[src/rtl/fpmul_arbiter.sv]
// fpmul_arbiter: round-robin scheduler sharing one pipelined FP multiplier among N_REQ requesters.
// Optional accepted-operation counter port op_count is present when FPMUL_ARB_PERF_EN is defined.

// Handshake (operand and result ports): a transfer happens on a rising clk edge where both
// valid and ready are high; ready may depend on valid, valid must never depend on ready.
module fpmul_arbiter #(
  parameter int N_REQ   = 4,
  parameter int MUL_LAT = 4
) (
  input  logic                        clk,
  input  logic                        rst,
  input  logic [N_REQ-1:0]            req_valid,
  output logic [N_REQ-1:0]            req_ready,
  input  logic [N_REQ*32-1:0]         req_a,
  input  logic [N_REQ*32-1:0]         req_b,
  output logic [N_REQ-1:0]            res_valid,
  input  logic [N_REQ-1:0]            res_ready,
  output logic [N_REQ*32-1:0]         res_data,
  output logic [31:0]                 mul_a,
  output logic [31:0]                 mul_b,
  input  logic [31:0]                 mul_z,
  output logic                        busy,
`ifdef FPMUL_ARB_PERF_EN
  output logic [31:0]                 op_count,
`endif
  output logic [2*N_REQ-1:0]          dbg_slot_state,
  output logic [$clog2(N_REQ)-1:0]    dbg_rr_ptr
);

  localparam int IDW = $clog2(N_REQ);

  typedef enum logic [1:0] {
    S_IDLE     = 2'd0,
    S_INFLIGHT = 2'd1,
    S_HOLD     = 2'd2
  } slot_state_t;

  slot_state_t        r_state  [N_REQ];
  logic [31:0]        r_res    [N_REQ];
  logic [MUL_LAT-1:0] r_tag_v;
  logic [IDW-1:0]     r_tag_id [MUL_LAT];
  logic [IDW-1:0]     r_rr_ptr;
  logic [31:0]        r_mul_a;
  logic [31:0]        r_mul_b;

  logic [N_REQ-1:0]   w_elig;
  logic [N_REQ-1:0]   w_cap;
  logic [N_REQ-1:0]   w_slot_busy;
  logic [N_REQ-1:0]   w_grant;
  logic               w_found;
  logic               w_any;
  logic [IDW-1:0]     w_gnt_idx;
  logic [IDW-1:0]     w_rr_next;
  int                 w_scan;

  for (genvar gi = 0; gi < N_REQ; gi++) begin : g_slot
    assign w_elig[gi]               = req_valid[gi] && (r_state[gi] == S_IDLE);
    assign w_cap[gi]                = r_tag_v[MUL_LAT-1] && (r_tag_id[MUL_LAT-1] == IDW'(gi));
    assign w_slot_busy[gi]          = (r_state[gi] != S_IDLE);
    assign res_valid[gi]            = (r_state[gi] == S_HOLD);
    assign res_data[gi*32 +: 32]    = r_res[gi];
    assign dbg_slot_state[2*gi +: 2] = r_state[gi];
  end

  // First eligible index at or after rr_ptr, wrapping around.
  always_comb begin
    w_found   = 1'b0;
    w_gnt_idx = '0;
    w_scan    = 0;
    for (int k = 0; k < N_REQ; k++) begin
      w_scan = int'(r_rr_ptr) + k;
      if (w_scan >= N_REQ) w_scan = w_scan - N_REQ;
      if (!w_found && w_elig[w_scan]) begin
        w_found   = 1'b1;
        w_gnt_idx = IDW'(w_scan);
      end
    end
  end

  // No grant is offered while reset is held, so req_ready reads 0 during reset.
  assign w_any     = w_found && !rst;
  assign w_grant   = w_any ? (N_REQ'(1) << w_gnt_idx) : '0;
  assign w_rr_next = (w_gnt_idx == IDW'(N_REQ-1)) ? '0 : w_gnt_idx + IDW'(1);

  always_ff @(posedge clk or posedge rst) begin
    if (rst) begin
      r_tag_v  <= '0;
      r_rr_ptr <= '0;
      r_mul_a  <= '0;
      r_mul_b  <= '0;
      for (int s = 0; s < MUL_LAT; s++) r_tag_id[s] <= '0;
      for (int i = 0; i < N_REQ; i++) begin
        r_state[i] <= S_IDLE;
        r_res[i]   <= '0;
      end
    end else begin
      r_tag_v[0]  <= w_any;
      r_tag_id[0] <= w_gnt_idx;
      for (int s = 1; s < MUL_LAT; s++) begin
        r_tag_v[s]  <= r_tag_v[s-1];
        r_tag_id[s] <= r_tag_id[s-1];
      end
      if (w_any) begin
        r_mul_a  <= req_a[w_gnt_idx*32 +: 32];
        r_mul_b  <= req_b[w_gnt_idx*32 +: 32];
        r_rr_ptr <= w_rr_next;
      end else begin
        r_mul_a <= '0;
        r_mul_b <= '0;
      end
      for (int i = 0; i < N_REQ; i++) begin
        case (r_state[i])
          S_IDLE:     if (w_grant[i]) r_state[i] <= S_INFLIGHT;
          S_INFLIGHT: if (w_cap[i]) begin
                        r_state[i] <= S_HOLD;
                        r_res[i]   <= mul_z;
                      end
          S_HOLD:     if (res_ready[i]) r_state[i] <= S_IDLE;
          default:    r_state[i] <= S_IDLE;
        endcase
      end
    end
  end

`ifdef FPMUL_ARB_PERF_EN
  logic [31:0] r_op_count;
  always_ff @(posedge clk or posedge rst) begin
    if (rst)        r_op_count <= '0;
    else if (w_any) r_op_count <= r_op_count + 32'd1;
  end
  assign op_count = r_op_count;
`endif

  assign req_ready  = w_grant;
  assign mul_a      = r_mul_a;
  assign mul_b      = r_mul_b;
  assign busy       = (|r_tag_v) || (|w_slot_busy);
  assign dbg_rr_ptr = r_rr_ptr;

endmodule

[config.mk]
export PLATFORM = sky130hd
export DESIGN_NAME = fpmul_arbiter
export DESIGN_NICKNAME = d
export VERILOG_FILES = /design/src/rtl/fpmul_arbiter.sv
export SDC_FILE = /design/constraint.sdc
export NUM_CORES = 1
export LEC_CHECK = 0
export CAP_MARGIN = 20
export CORE_AREA = 3 3 198 200
export CTS_CLUSTER_SIZE = 10
export DETAILED_ROUTE_END_ITERATION = 8
export DIE_AREA = 0 0 201 203
export GPL_TIMING_DRIVEN = 0
export SLEW_MARGIN = 20
export SYNTH_ARGS = -nofsm -noshare
export SYNTH_HDL_FRONTEND = slang
export SYNTH_SLANG_ARGS = --single-unit
[constraint.sdc]
create_clock -name clk -period 16.6 [get_ports clk]
set_clock_uncertainty 0.05 [all_clocks]
set_input_delay 3.32 -clock clk [delete_from_list [all_inputs] [get_ports clk]]
set_output_delay 3.32 -clock clk [all_outputs]
set_load 0.01 [all_outputs]
=== Word-level counts from Yosys, hierarchy flattened ===
Cells that the tools add are included.
Widths: inputs -> output; s select.

* Input port bits: 298
* Output and inout bits: 211
* Bits in registers: 214
* Word-level logic and storage cells: 139

* Equal/unequal tests: 24
* Order comparisons: 8
* Add/sub/neg operators: 8
* Shift operators: 3
* Multiplexer cells: 44
* Reduce and logical (&&, ||, !) cells: 36

{| class="wikitable"
|+ Operators by type and width
! cell !! number
|-
| $shiftx 128x8->32 || 2
|-
| $mux 32 || 6
|-
| $lt 32x4->1 const B || 4
|-
| $mux 2 || 17
|-
| $pmux 2 s3 || 4
|-
| $ne 2x2->1 const B || 8
|-
| $eq 2x2->1 const B || 7
|-
| $logic_and 1x1->1 || 12
|-
| $mux 1 || 12
|-
| $reduce_and 3->1 || 4
|-
| $sub 3x3->4 const B || 3
|-
| $eq 2x1->1 const B || 5
|-
| $logic_not 2->1 || 5
|-
| $ge 3x3->1 const B || 3
|-
| $bmux 1 s2 || 4
|-
| $ne 2x1->1 const B || 4
|-
| $reduce_and 2->1 || 4
|-
| $reduce_bool 2->1 || 4
|-
| $reduce_or 4->1 || 2
|-
| $add 2x2->3 const B || 2
|-
| $logic_not 1->1 || 4
|-
| $mux 4 || 1
|-
| $shl 1x2->4 const A || 1
|-
| $sub 2x3->4 const B || 1
|-
| other kinds (4) || 4
|}

=== Longest topological paths before layout ===
* Word-level depth: 19
* Mapped depth: 8
* Depth with buffers taken out: 7

=== Worst setup path after synthesis ===
Ideal clock, no wire load.

* Path type: in2out
* From: input port req_valid[0]
* To: output port req_ready[0]
* Path slack: 8.657 ns
* Path buffers: 2
* Data arrival time: 4.573 ns
* Required time: 13.230 ns
* Stages on the path: 7
* Cells stage by stage: or3b_1 o21ai_1 a21o_4 clkinv_4 buf_12 buf_8 nor2_1

* Word-level cells in the longest chain between the ends: 16
* Elaborated cells between the ends (all ways): 30
* Classes of those cells: shift (1); mux (21); reduce/logical (8)

{| class="wikitable"
|+ RTL lines
! element !! line !! RTL
|-
| start: declaration || 12 || <nowiki>input logic [N_REQ-1:0] req_valid,</nowiki>
|-
| $logic_and 1x1->1 * || 57 || <nowiki>assign w_elig[gi] = req_valid[gi] && (r_state[gi] == S_IDLE);</nowiki>
|-
| $bmux 1 s2 || 73 || <nowiki>if (!w_found && w_elig[w_scan]) begin</nowiki>
|-
| $mux 1 (not written as such) (2 in series) || 73 ||
|-
| $mux 1 || 73 ||
|-
| $logic_not 1->1 || 73 ||
|-
| $logic_and 1x1->1 || 73 ||
|-
| $mux 1 || 73 ||
|-
| $logic_not 1->1 || 73 ||
|-
| $logic_and 1x1->1 || 73 ||
|-
| $mux 1 || 73 ||
|-
| $logic_not 1->1 || 73 ||
|-
| $logic_and 1x1->1 || 73 ||
|-
| $mux 2 * || 73 ||
|-
| net w_gnt_idx[1] || 52 || <nowiki>logic [IDW-1:0] w_gnt_idx;</nowiki>
|-
| $shl 1x2->4 * || 82 || <nowiki>assign w_grant = w_any ? (N_REQ'(1) << w_gnt_idx) : '0;</nowiki>
|-
| $mux 4 * || 82 ||
|-
| end: declaration || 13 || <nowiki>output logic [N_REQ-1:0] req_ready,</nowiki>
|}

The timed path passes the listed nets; every way through them passes the cells marked *. The select of a mux whose other input is x is not followed.

=== Worst setup path after layout ===
* From: input port req_valid[2]
* To: output port req_ready[2]

* Word-level cells in the longest chain between the ends: 16
* Elaborated cells between the ends (all ways): 30
* Classes of those cells: shift (1); mux (21); reduce/logical (8)

{| class="wikitable"
|+ RTL lines
! element !! line !! RTL
|-
| $logic_and 1x1->1 * || 57 ||
|-
| $bmux 1 s2 || 73 ||
|-
| $mux 1 (not written as such) (2 in series) || 73 ||
|-
| $mux 1 || 73 ||
|-
| $logic_not 1->1 || 73 ||
|-
| $logic_and 1x1->1 || 73 ||
|-
| $mux 1 || 73 ||
|-
| $logic_not 1->1 || 73 ||
|-
| $logic_and 1x1->1 || 73 ||
|-
| $mux 1 || 73 ||
|-
| $logic_not 1->1 || 73 ||
|-
| $logic_and 1x1->1 || 73 ||
|-
| $mux 1 * || 73 ||
|-
| $logic_and 1x1->1 * || 81 || <nowiki>assign w_any = w_found && !rst;</nowiki>
|-
| net w_any || 51 || <nowiki>logic w_any;</nowiki>
|-
| $mux 4 * || 82 ||
|}

Marks and branches as above.

==> results_dict.tcl <==
set metrics [dict create \
    ir_drop_mv 0.0591 \
    setup_ws_ns 7.17 \
    coreArea_um2 37600 \
    crit_type "in -> out" \
    portBuffers 508 \
    worstPathRequired_ns 13.23 \
    cp_data_arrival_time_ns 6.06 \
    clk_latency_ns 0.54 \
    setup_tns_ns 0 \
    synthCells 640 \
    fin_nets 1479 \
    hpwl_um 28500 \
    max_slew_margin_pct 50.5 \
    crit_path_max_fanout 10 \
    layout-drive-gt1-share_pct 16.7 \
    synth_top_flop_cell "dfrtp_1" \
    max_stage_delay_ns 0.60 \
    r2r-end "mul_a[16]" \
    syn_to_final_growth_pct 71.7 \
    final_util_pct 42.2 \
    switchingPower_w 0.000891 \
    synth_area_um2 9230 \
    p_leak_nw 6.69 \
    worstMarginPinSlew_ns 0.742 \
    cts_tree "built" \
    endpoint_kind "primary output" \
    dp_slack_ns 7.12 \
    power.internal_w 0.00181 \
    grt_antenna_before_repair 2 \
    clock-root-buffer "clkbuf_16" \
    synth_edf_count 0 \
    critPathLaunch "req_valid[2]" \
    viasPerCell 4.41 \
    fp.dieH_um 203 \
    hp-class "reg -> reg" \
    cts_sinks 214 \
    grt_remaining_overflow 0 \
    numCtsBuffers 27 \
    switching_share_pct 33.0 \
    p_per_area_nw_per_um2 171 \
    syn-mean-instance-area_um2 14.4 \
    setup_viol 0 \
    crit_path_start_kind "input port" \
    slowest_stage "clkdlybuf4s50_1" \
    postRouteAntennaNets 0 \
    initial_core_util_pct 24.6 \
    post_cts_buffers 0 \
    grt_max_degree 78 \
    ys_async_sr_fraction_pct 100 \
    status "finished clean" \
    ios 509 \
    cpMostUsedCell "clkdlybuf4s50_1" \
    clockBufferDepth 3 \
    grt_pass1_vias 8304 \
    period_share_pct 56.8 \
    rows 71 \
    finalHoldViolCount 0 \
    cap_violations 0 \
    die_w_um 201 \
    power_frac_seq_pct 31.3 \
    yosysWarningCount 0 \
    via_count 7524 \
    reg2reg_slack_ns 13.88 \
    first_pass_iters 4 \
    r2r_start "dbg_slot_state[2]" \
    drc 0 \
    synth_seq_cells 214 \
    cts_hold_buf 0 \
    crit_chain "clkdlybuf4s50_1 -> nor3b_1 -> a21oi_1 -> a31oi_4 -> nand2_1 -> clkbuf_1 -> nor2_1 -> clkdlybuf4s50_1" \
    synth_nets 939 \
    grt_first_pass_wirelength_um 53100 \
    track_usage_pct 17.1 \
    combPwrFrac_pct 48.4 \
    rsz0062_at_grt "false" \
    drtIter0Drc 207 \
    path_clk_slew_ns 0.05 \
    gp_congestion 0.842 \
    reg2reg_depth 7 \
    h-tree-depth 1 \
    ys_types 39 \
    slew_violations 0 \
    clkPwrFrac_pct 20.3 \
    crit_end "req_ready[2]" \
    cts_resized 0 \
    period_needed_ns 9.43 \
    p_total_w 0.00270 \
    synth_seq_area_share_pct 58.0 \
    drt-wirelength-per-cell_um 21.1 \
    fmaxAchievable_mhz 106 \
    wl_um 36000 \
    dieArea_um2 40800 \
    worstHoldPathCells 0 \
]
-- power groups by stage --
stage	clock network, W	logic [W]	registers, W
after floorplan	0	0.000532	0.000945
after global placement	0	0.00132	0.000853
after detailed placement	0	0.00133	0.000858
after CTS	0.000570	0.00133	0.000850
after global routing	0.000589	0.00139	0.000877
final	0.000548	0.00131	0.000848
-- sequential cells by signal, summed over array words and instances (netlist names) --
name	cells
res_data	128
dbg_rr_ptr	2
r_tag_id	8
r_tag_v	4
dbg_slot_state	8
mul_b	32
mul_a	32
-- through the flow --
stage | hold WS, ns | instances | instance area, um2
after floorplan | 0.281 | 640 | 9230
after global placement | 0.282 | 1659 | 15000
after detailed placement | 0.287 | 1662 | 15000
after CTS | 0.300 | 1704 | 15900
after global routing | 0.309 | 1705 | 15900
final | 0.296 | 1705 | 15900
-- worst min-delay path by stage --
stage / from / to / slack, ns
after CTS: r_tag_id[4] / r_tag_id[2] / 0.30
after floorplan: r_tag_id[2] / r_tag_id[0] / 0.28
after detailed placement: r_tag_id[4] / r_tag_id[2] / 0.29
after global routing: r_tag_id[5] / r_tag_id[3] / 0.31
after global placement: r_tag_id[4] / r_tag_id[2] / 0.28
final: r_tag_id[4] / r_tag_id[2] / 0.30
-- per-layer routing --
layer / global-route usage [%] / vias up / routed length, um
met1: 18.9 / 3693 / 13100
met5: 0 / - / 13
met2: 30.6 / 330 / 18500
met3: 5.82 / 59 / 3220
li1: - / 3440 / -
met4: 5.92 / 2 / 1180
-- layout make-up --
class                           instances  area [um2]
Inverter                               10        50.0
Sequential cell                       214        5360
Clock inverter                          4        48.8
Timing Repair Buffer                  511        5150
Multi-Input combinational cell        375        3520
Fill cell                            3605       21700
Clock buffer                           38         767
Buffer                                 41         325
Antenna cell                            1        2.50
Tap cell                              511         639
-- kinds of logic after synthesis --
| kind of cell | after synthesis | share of synthesized area [%] |
|---|---|---|
| adder cells (fa/ha/maj) | 1 | 0.136 |
| multiplexers | 257 | 29.6 |
| AND/OR/NAND/NOR | 36 | 2.35 |
| flip-flops | 214 | 58.0 |
| buffers and inverters | 51 | 3.99 |
| AO/OA/AOI/OAI | 81 | 5.90 |
-- cells in the final DEF (no fill, tap or decap), drive strengths merged, types with 2 or more instances in the layout --
cell and instances:
mux2 129, o21ai 3, nor3 2, nor2 5, or3b 3, nor2b 5, clkinv 3, nand2b 2
clkdlybuf4s50 508, mux2i 128, a21o 4, nand2 6, a21oi 3, buf 21, o22ai 65, dfrtp 214
inv 10, nor4 2, clkbuf 61, nor3b 3, nand3b 2
-- cell usage after synthesis, drive strengths merged (3+ instances only) --
cell / n / area [um2]
o22ai: 65 / 407
inv: 9 / 33.8
a21o: 4 / 37.5
nor3b: 3 / 22.5
o21ai: 3 / 15.0
or3b: 3 / 26.3
nand2: 6 / 22.5
dfrtp: 214 / 5360
mux2i: 128 / 1280
a21oi: 3 / 15.0
buf: 18 / 220
mux2: 129 / 1450
nor2b: 5 / 31.3
nor2: 5 / 18.8
clkbuf: 23 / 105
-- critical path: cells and delay by family --
| family | cells | cell delay, ns |
|---|---|---|
| buf+inv | 3 | 1.41 |
| simple gates | 3 | 0.84 |
| compound gates | 2 | 0.48 |
(Power assumes the default switching activity.)
==> RTL edit: new RTL, config.mk and constraints unchanged <==
Change the parameter `MUL_LAT` from 4 to 16.
--- a/src/rtl/fpmul_arbiter.sv
+++ b/src/rtl/fpmul_arbiter.sv
@@ -6,5 +6,5 @@
 module fpmul_arbiter #(
   parameter int N_REQ   = 4,
-  parameter int MUL_LAT = 4
+  parameter int MUL_LAT = 16
 ) (
   input  logic                        clk,
Behaviour: same outputs for any inputs over 4 cycles, from zero or initial values and one cycle with rst high; that may be too few to reach the edited logic, so the function may still have changed.
==> RTL edit against the unedited design <==
Fmax decreased by 2.0%. Sequential share of layout area is 3.6 points higher. Worst setup slack got worse by 0.19 ns. Synthesized area grew 9.1%. Global-route usage is 1.0 points higher. Critical path depth stayed put. Non-clock buffer count is 1 higher. Routed wire length increased by 6.0%. Combinational power grew 4%. Sequential cell count grew 36. Design area rose by 5.5%. Total power is 9.3% higher. Register-to-register slack got worse by 0.46 ns. Die area is the same. Highest routed layer unchanged.
==> RTL edit: results (changes against the unedited design) <==
| Metric | Value |
|---|---|
| Mux contribution to synthesized area | 0.271 (-0.0249) |
| Syn-to-layout area delta | 66.0% |
| Storage element area | 6260 um2 (+17%) |
| Layout cell share with drive strength beyond 1 | 0.156 (-0.0111) |
| Total Wirelength | 38,100 um (+6.0%) |
| Leak | 7.10 nW (+6.0%) |
| Clock buffers | 39 (+2.6%) |
| Largest net degree at the start of global routing | 102 (+31%) |
| Adder-cell share of the synthesized area | 0.00124 (-0.000113) |
| Fillers | 3,538 (-1.9%) |
| Post-synthesis sequential area ratio | 0.621 (+0.0410) |
| Global routing met2 resource utilization | 0.335 (+0.0294) |
| Metal-1 WL | 14,100 um (+7.8%) |
| Vias in the first global route | 8,606 (+3.6%) |
| ClkCell Share | 0.0515 (about the same) |
| Logic inverters | 7 (-3) |
| Multi-input logic portion of the cell area | 0.211 (-0.0106) |
| Gr usage total | 0.181 (+0.0100) |
| Unique cell type count in the Yosys netlist | 36 (-7.7%) |
| First-pass DRT Iterations | 6 (+2) |
| Critical path origin | req_valid[0] |
| CTS Sinks | 250 (+17%) |
| Crit Reg-Reg Startpoint | dbg_slot_state[6]$_DFFE_PP0P_ |
| Compound-Gate Fraction of Synth Area | 0.0516 (-0.00741) |
| Hold Path Origin | r_tag_id[18]$_DFF_PP0_ |
| Nets@finish | 1,522 (+2.9%) |
| Global-route wire length before repair | 55,700 um (+4.9%) |
| Post-DP HPWL | 30,400 um (+6.7%) |
| Wire length on met3 | 3330 um (+3.3%) |
| Total clock buffers created by CTS | 30 (+11%) |
| Area post-placement | 15,900 um2 (+5.5%) |
| Status | complete, no violations |
| CP peak stage delay | 0.65 ns (+0.05 ns) |
| Cell count after synthesis | 681 (+6.4%) |
| GR met3 Demand/Resource | 0.0587 (+0.000481) |
| Wire length on met2 | 20,100 um (+8.7%) |
| Via density | 4.55 (+3.0%) |
| GP Congestion | 0.902 (+7.1%) |
| Synth area leaders | dfrtp_1 (62%), mux2_2 (14%), mux2i_1 (13%), o22ai_1 (4.0%), buf_6 (1.2%) |
| Initial antenna violation count | 3 (+1) |
| Signal buffers | 553 (+0.18%) |
| N_diodes | 0 (-1) |
## RTL edit: report_power, final
part | switching [mW] | internal (mW) | total, mW
Combinational | 0.600 | 0.758 | 1.36
Sequential | 0.131 | 0.881 | 1.01
Clock | 0.239 | 0.345 | 0.584
Total | 0.970 | 1.98 | 2.95
## RTL edit: final timing paths
check / depth (start not counted) / slack, ns / endpoint
max: 8 / 6.98 / req_ready[0]
min: 0 / 0.29 / r_tag_id[16]$_DFF_PP0_
max reg2reg: 8 / 13.42 / mul_b[15]$_DFF_PP0_
min reg2reg: 0 / 0.29 / r_tag_id[16]$_DFF_PP0_
max in group asynchronous: 4 / 11.95 / res_data[36]$_DFFE_PP0P_
min in group asynchronous: 2 / 3.22 / dbg_rr_ptr[0]$_DFFE_PP0P_
## RTL edit: cell families after synthesis
| kind of cell | after synthesis |
|---|---|
| multiplexers | 257 |
| AND/OR/NAND/NOR | 41 |
| flip-flops | 250 |
| AO/OA/AOI/OAI | 82 |
| buffers and inverters | 50 |
| adder cells (fa/ha/maj) | 1 |
